[config.mk]
export PLATFORM = sky130hd
export DESIGN_NAME = blake2b_msg_sched
export DESIGN_NICKNAME = d
export VERILOG_FILES = /design/src/rtl/blake2b_msg_sched_pkg.sv /design/src/rtl/blake2b_msg_sched_sigma.sv /design/src/rtl/blake2b_msg_sched.sv
export SDC_FILE = /design/constraint.sdc
export NUM_CORES = 2
export LEC_CHECK = 0
export ABC_AREA = 1
export ABC_CLOCK_PERIOD_IN_PS = 11500
export CAP_MARGIN = 20
export CORE_ASPECT_RATIO = 0.5
export CORE_MARGIN = 2
export CORE_UTILIZATION = 45
export DETAILED_ROUTE_END_ITERATION = 12
export HOLD_SLACK_MARGIN = 0.1
export MAX_ROUTING_LAYER = met4
export SYNTH_ARGS = -nofsm -noshare
export SYNTH_HDL_FRONTEND = slang
export SYNTH_HIERARCHICAL = 1
export SYNTH_SLANG_ARGS = --single-unit
[constraint.sdc]
create_clock -name clk_i -period 11.5 [get_ports clk_i]
set_input_delay 2.3 -clock clk_i [delete_from_list [all_inputs] [get_ports clk_i]]
set_output_delay 2.3 -clock clk_i [all_outputs]
set_load 0.01 [all_outputs]
[src/rtl/blake2b_msg_sched_pkg.sv]
// BLAKE2b message scheduler shared definitions: bus widths, FSM encoding
// and the 10-row sigma permutation table (rows 10/11 reuse rows 0/1).
package blake2b_msg_sched_pkg;

  localparam int BLAKE2B_ROUNDS = 12;

  typedef logic [3:0] round_t;   // round counter r
  typedef logic [2:0] gidx_t;    // G step g
  typedef logic [3:0] sidx_t;    // sigma column index
  typedef logic [3:0] midx_t;    // message word index

  typedef enum logic {ST_LOAD, ST_SCHED} state_e;

  // One sigma row packed as 16 nibbles, column 0 in the top nibble.
  function automatic logic [63:0] sigma_row(input round_t r);
    case (r)
      4'd0, 4'd10: sigma_row = 64'h0123456789ABCDEF;
      4'd1, 4'd11: sigma_row = 64'hEA489FD61C02B753;
      4'd2:        sigma_row = 64'hB8C052FDAE367194;
      4'd3:        sigma_row = 64'h7931DCBE265A40F8;
      4'd4:        sigma_row = 64'h905724AFE1BC683D;
      4'd5:        sigma_row = 64'h2C6A0B834D75FE19;
      4'd6:        sigma_row = 64'hC51FED4A0763928B;
      4'd7:        sigma_row = 64'hDB7EC13950F4862A;
      4'd8:        sigma_row = 64'h6FE9B308C2D714A5;
      4'd9:        sigma_row = 64'hA2847615FB9E3CD0;
      default:     sigma_row = 64'h0123456789ABCDEF;
    endcase
  endfunction

endpackage

[src/rtl/blake2b_msg_sched_sigma.sv]
// Sigma permutation lookup: (row, column) -> message word index.
module blake2b_sigma
  import blake2b_msg_sched_pkg::*;
(
  input  logic [3:0] row_i,
  input  logic [3:0] col_i,
  output logic [3:0] idx_o
);

  logic [63:0] row_w;

  // Column c sits at nibble (15-c); ~c is 15-c for a 4-bit column.
  always_comb begin
    row_w = sigma_row(row_i);
    idx_o = row_w[{~col_i, 2'b00} +: 4];
  end

endmodule

[src/rtl/blake2b_msg_sched.sv]
// BLAKE2b message-word scheduler: buffers a 16-word block, then emits
// m[sigma[r][2g]], m[sigma[r][2g+1]] per (r,g) over valid/ready.
// Optional feature macro: BLAKE2B_MSG_PRELOAD_EN (double-buffered block
// store so the next block streams in while the current one schedules).
module blake2b_msg_sched
  import blake2b_msg_sched_pkg::*;
#(
  parameter int WORD_W = 64,
  parameter int ROUNDS = BLAKE2B_ROUNDS
) (
  input  logic              clk_i,
  input  logic              rst_i,
  input  logic              msg_valid_i,
  output logic              msg_ready_o,
  input  logic [WORD_W-1:0] msg_word_i,
  output logic              g_valid_o,
  input  logic              g_ready_i,
  output logic [WORD_W-1:0] g_mx_o,
  output logic [WORD_W-1:0] g_my_o,
  output logic [3:0]        g_round_o,
  output logic [2:0]        g_index_o,
  output logic              g_last_o,
  output logic              blk_done_o
);

`ifdef BLAKE2B_MSG_PRELOAD_EN
  localparam int AW = 5;
`else
  localparam int AW = 4;
`endif
  localparam round_t LAST_R = 4'(ROUNDS - 1);

  logic [WORD_W-1:0] buf_q [0:(1<<AW)-1];

  state_e            state_q, state_d;
  logic [3:0]        cnt_q, cnt_d;
  round_t            r_q, r_d;
  gidx_t             g_q, g_d;
  logic              vld_q, vld_d, last_q, last_d, done_q, done_d;
  logic [WORD_W-1:0] mx_q, mx_d, my_q, my_d;
  logic              beat, acc, ld_pair;
  midx_t             sx, sy;
  logic [AW-1:0]     rd_x, rd_y, wr_addr;

`ifdef BLAKE2B_MSG_PRELOAD_EN
  logic bank_q, bank_d, full_q, full_d;
  // Shadow bank keeps filling during SCHED until it holds a whole block.
  assign msg_ready_o = (state_q == ST_LOAD) || !full_q;
  assign wr_addr     = {(state_q == ST_SCHED) ? ~bank_q : bank_q, cnt_q};
  assign rd_x        = {bank_d, sx};
  assign rd_y        = {bank_d, sy};
`else
  assign msg_ready_o = (state_q == ST_LOAD);
  assign wr_addr     = cnt_q;
  assign rd_x        = sx;
  assign rd_y        = sy;
`endif

  assign beat = msg_valid_i && msg_ready_o;
  assign acc  = vld_q && g_ready_i;

  // Lookups are driven by the next (r,g) so the pair registers load in step.
  blake2b_sigma u_sig_x (.row_i(r_d), .col_i({g_d, 1'b0}), .idx_o(sx));
  blake2b_sigma u_sig_y (.row_i(r_d), .col_i({g_d, 1'b1}), .idx_o(sy));

  // FSM and r/g counter next-state.
  always_comb begin
    state_d = state_q;
    cnt_d   = cnt_q;
    r_d     = r_q;
    g_d     = g_q;
    vld_d   = vld_q;
    done_d  = 1'b0;
    ld_pair = 1'b0;
`ifdef BLAKE2B_MSG_PRELOAD_EN
    bank_d  = bank_q;
    full_d  = full_q;
`endif
    case (state_q)
      ST_LOAD: begin
        if (beat) begin
          cnt_d = cnt_q + 4'd1;   // wraps to 0 on the 16th beat
          if (cnt_q == 4'd15) begin
            state_d = ST_SCHED;
            r_d     = '0;
            g_d     = '0;
            vld_d   = 1'b1;
            ld_pair = 1'b1;
          end
        end
      end
      ST_SCHED: begin
`ifdef BLAKE2B_MSG_PRELOAD_EN
        if (beat) begin
          cnt_d = cnt_q + 4'd1;
          if (cnt_q == 4'd15) full_d = 1'b1;
        end
`endif
        if (acc) begin
          if (last_q) begin
            done_d = 1'b1;
            r_d    = '0;
            g_d    = '0;
`ifdef BLAKE2B_MSG_PRELOAD_EN
            // Swap even when the shadow is partial so its words carry into LOAD.
            bank_d = ~bank_q;
            if (full_d) begin
              full_d  = 1'b0;
              vld_d   = 1'b1;
              ld_pair = 1'b1;
            end else begin
              state_d = ST_LOAD;
              vld_d   = 1'b0;
            end
`else
            state_d = ST_LOAD;
            vld_d   = 1'b0;
            cnt_d   = '0;
`endif
          end else begin
            g_d     = g_q + 3'd1;
            if (g_q == 3'd7) r_d = r_q + 4'd1;
            ld_pair = 1'b1;
          end
        end
      end
      default: ;
    endcase
    last_d = vld_d && (r_d == LAST_R) && (g_d == 3'd7);
  end

  // Operand pair capture from the message store.
  always_comb begin
    mx_d = mx_q;
    my_d = my_q;
    if (ld_pair) begin
      mx_d = buf_q[rd_x];
      my_d = buf_q[rd_y];
    end
  end

  // Control and output registers with synchronous reset.
  always_ff @(posedge clk_i) begin
    if (rst_i) begin
      state_q <= ST_LOAD;
      cnt_q   <= '0;
      r_q     <= '0;
      g_q     <= '0;
      vld_q   <= 1'b0;
      last_q  <= 1'b0;
      done_q  <= 1'b0;
      mx_q    <= '0;
      my_q    <= '0;
`ifdef BLAKE2B_MSG_PRELOAD_EN
      bank_q  <= 1'b0;
      full_q  <= 1'b0;
`endif
    end else begin
      state_q <= state_d;
      cnt_q   <= cnt_d;
      r_q     <= r_d;
      g_q     <= g_d;
      vld_q   <= vld_d;
      last_q  <= last_d;
      done_q  <= done_d;
      mx_q    <= mx_d;
      my_q    <= my_d;
`ifdef BLAKE2B_MSG_PRELOAD_EN
      bank_q  <= bank_d;
      full_q  <= full_d;
`endif
    end
  end

  // Message store write; contents are never cleared.
  always_ff @(posedge clk_i) begin
    if (beat && !rst_i) buf_q[wr_addr] <= msg_word_i;
  end

  assign g_valid_o  = vld_q;
  assign g_mx_o     = mx_q;
  assign g_my_o     = my_q;
  assign g_round_o  = r_q;
  assign g_index_o  = g_q;
  assign g_last_o   = last_q;
  assign blk_done_o = done_q;

endmodule
==> run metrics <==
Worst Tran Pin Value=1.32 ns; Post-synth ARST share=0%; layout cells sized above 1=roughly 5.2%; Horiz. Die Dim=about 520 um; number of synthesized flops with an enable pin=1024; Critical Path End Type=register; fmax=about 130 MHz; Setup violations, final=0; largest net degree at the start of global routing=241; worst-skew pair later-pin latency=0.75 ns; Layout fillers=12100; area delta synth->final=10.1%; Nets=6582; Critical Path Source Type=input pin; hold_buf cts=0; 1st-pass router iterations=6; Worst-path clk slew=roughly 0.06 ns; final std cells w/o fill=8385; dpl cell area=between 0.06 and 0.07 mm^2; # IOs=207; drt wl/cell=23.3 um; Final ANT Viol Nets=0; final WL=195 mm; critical path arrival=8.43 ns; initial antenna violation count=7; Slew HR=a little under an eighth; H-Tree Depth=3; leakage power=0.0263 uW; RD Place Congestion=0.865; Final Skew=0.0393 ns; Row Count=95; gr usage total=28.8%; DR vias=around 50000; port bufs=206; Die ar.=0.137 mm^2; DR vias/cell=5.95; TritonCTS Buffers=113; first-pass GRT wire length=a little under 300 mm; PD cells=~150 mW/mm^2; grt ovf=0; hold_ws=0.549 ns; Hold Vio Cnt, Final=0; Iteration-0 DRC Markers=6094; vias in the first global route=46900; Post-Syn Area=0.0605 mm^2; Yosys cell types=35; RSZ-0062 raised after global routing=false; Core ar.=0.134 mm^2; sequential element share of the synthesized area=55.6%; setup TNS=0 ns; Root Driver=clkbuf_16; placed cells=8163; Slew Viols, Final=0; CTS tree=done; Post-CTS Setup Inserts=0; Die H=263 um; Synth Instances=about 6600; worst vdd ir=117 uV; CP Class=in -> reg; crit path time final=7.80 ns; clock buffer depth=3; Design Area, Final=~0.067 mm^2; dpl hpwl=slightly above 100 mm; Starting Density=45.2%; warning count from the yosys run=6; Maximum Capacitance Violations=0; worst endpoint required time=12.13 ns; #FFs+latches synth=1167; Avg Inst Size Synth=9.19 um^2; Clock Sinks=1167; ys flop type=edfxtp_1; status=completed; DRC Markers=0; HP Class=reg -> reg; Final period util=between 60 and 70%; crit path max fanout=~130; post_cts resized=0
[final timing paths]
| kind | from | end | slack [ns] | cells past startpoint |
|---|---|---|---|---|
| min reg2reg | g_mx_o[7] | g_mx_o[7] | 0.55 | 4 |
| max reg2reg | cnt_q[0] | g_mx_o[50] | 5.12 | 27 |
| min | g_mx_o[7] | g_mx_o[7] | 0.55 | 4 |
| max | g_ready_i | g_mx_o[50] | 3.70 | 28 |
[routing by layer]
metal / track usage [%] / vias to the layer above / routed length, um
met5: - / - / 0
met2: 44.0 / 2651 / 88600
met3: 4.25 / 473 / 18600
met4: 9.12 / 0 / 6350
li1: - / 22700 / -
met1: 39.5 / 24100 / 81800
[synthesized netlist by cell type (6+ instances only)]
cell         n  area (um^2)
ha_1        27          338
inv_2       10         37.5
inv_1      881         3310
buf_1       34          128
nand2_1   1546         5800
buf_4       38          285
a21oi_1     41          205
clkbuf_1   108          405
buf_2      243         1220
nor2_1      88          330
o21ai_1    116          581
nand3_1   1204         6030
buf_6       80          901
o21ai_0     55          275
edfxtp_1  1024        30700
or2_0        6         37.5
or2_2       29          181
dfxtp_1    143         2860
o211ai_1   872         6550
[state kept, by name, indices dropped and copies added (netlist names)]
signal	cells
g_last_o	1
g_index_o	3
blk_done_o	1
state_q	1
g_mx_o	64
g_my_o	64
buf_q	1024
g_valid_o	1
g_round_o	4
cnt_q	4
[final cells by class]
cell class                      instances  area, um^2  share of cell area, %
Multi-Input combinational cell       4021       20800                   31.2
Antenna cell                            7        17.5                 0.0263
Inverter                              892        3400                   5.10
Timing Repair Buffer                  292        2850                   4.27
Clock buffer                          159        3310                   4.97
Clock inverter                         53         408                  0.613
Tap cell                             1794        2240                   3.37
Sequential cell                      1167       33600                   50.5
[cells in the final DEF (no fill, tap or decap), drive strengths merged, types with 2 or more instances in the layout]
cell type	n
nand3	1206
clkinvlp	2
clkinv	46
diode	7
nor2	93
conb	4
a31oi	3
ha	27
buf	86
dfxtp	143
clkbuf	159
or2	38
clkdlybuf4s50	206
a21oi	41
o211ai	872
edfxtp	1024
nand2	1553
bufinv	4
nand4	4
nor3	4
o21ai	171
inv	893
[worst max-delay path: stages]
cell and delay, ns:
clkdlybuf4s50_1 0.56, nand2_2 0.12, nor2_4 0.13, nand2_1 0.06, nand2_1 0.06, nand2_1 0.06
inv_1 0.05, buf_4 0.27, inv_1 0.25, ha_1 0.47, nand2_1 0.14, nand2_1 0.12
inv_1 0.09, nand2_1 0.07, nand2_1 0.06, nand3_1 0.07, nand3_1 0.08, nand2_1 0.08
nand2_1 0.08, nand2_4 0.72, clkinv_8 0.84, buf_4 0.69, nand3_1 0.24, nand3_1 0.10
nand3_1 0.14, nand3_1 0.08, nand2_1 0.10, inv_1 0.04
[power breakdown]
part	total, uW	switching [uW]	internal (uW)
registers	4640	11.8	4630
clock network	3770	1670	2100
logic	1720	1230	497
[cell families after synthesis]
group / count (synthesis) / synth area share [%]
other cells: 2 / 0.0124
simple gates: 2899 / 20.8
buf+inv: 1395 / 10.4
flops: 1167 / 55.6
fa+ha+maj: 27 / 0.559
compound gates: 1091 / 12.7
[through the flow]
| stage | setup WS (ns) | total power, uW | util, % |
|---|---|---|---|
| after floorplan | 3.91 | 6030 | - |
| after global placement | 3.23 | 6380 | 46.9 |
| after detailed placement | 3.19 | 6410 | 46.9 |
| after CTS | 3.97 | 10100 | 49.7 |
| after global routing | 3.32 | 10500 | 49.8 |
| final | 3.70 | 10100 | 49.8 |
(Power assumes the default switching activity.)
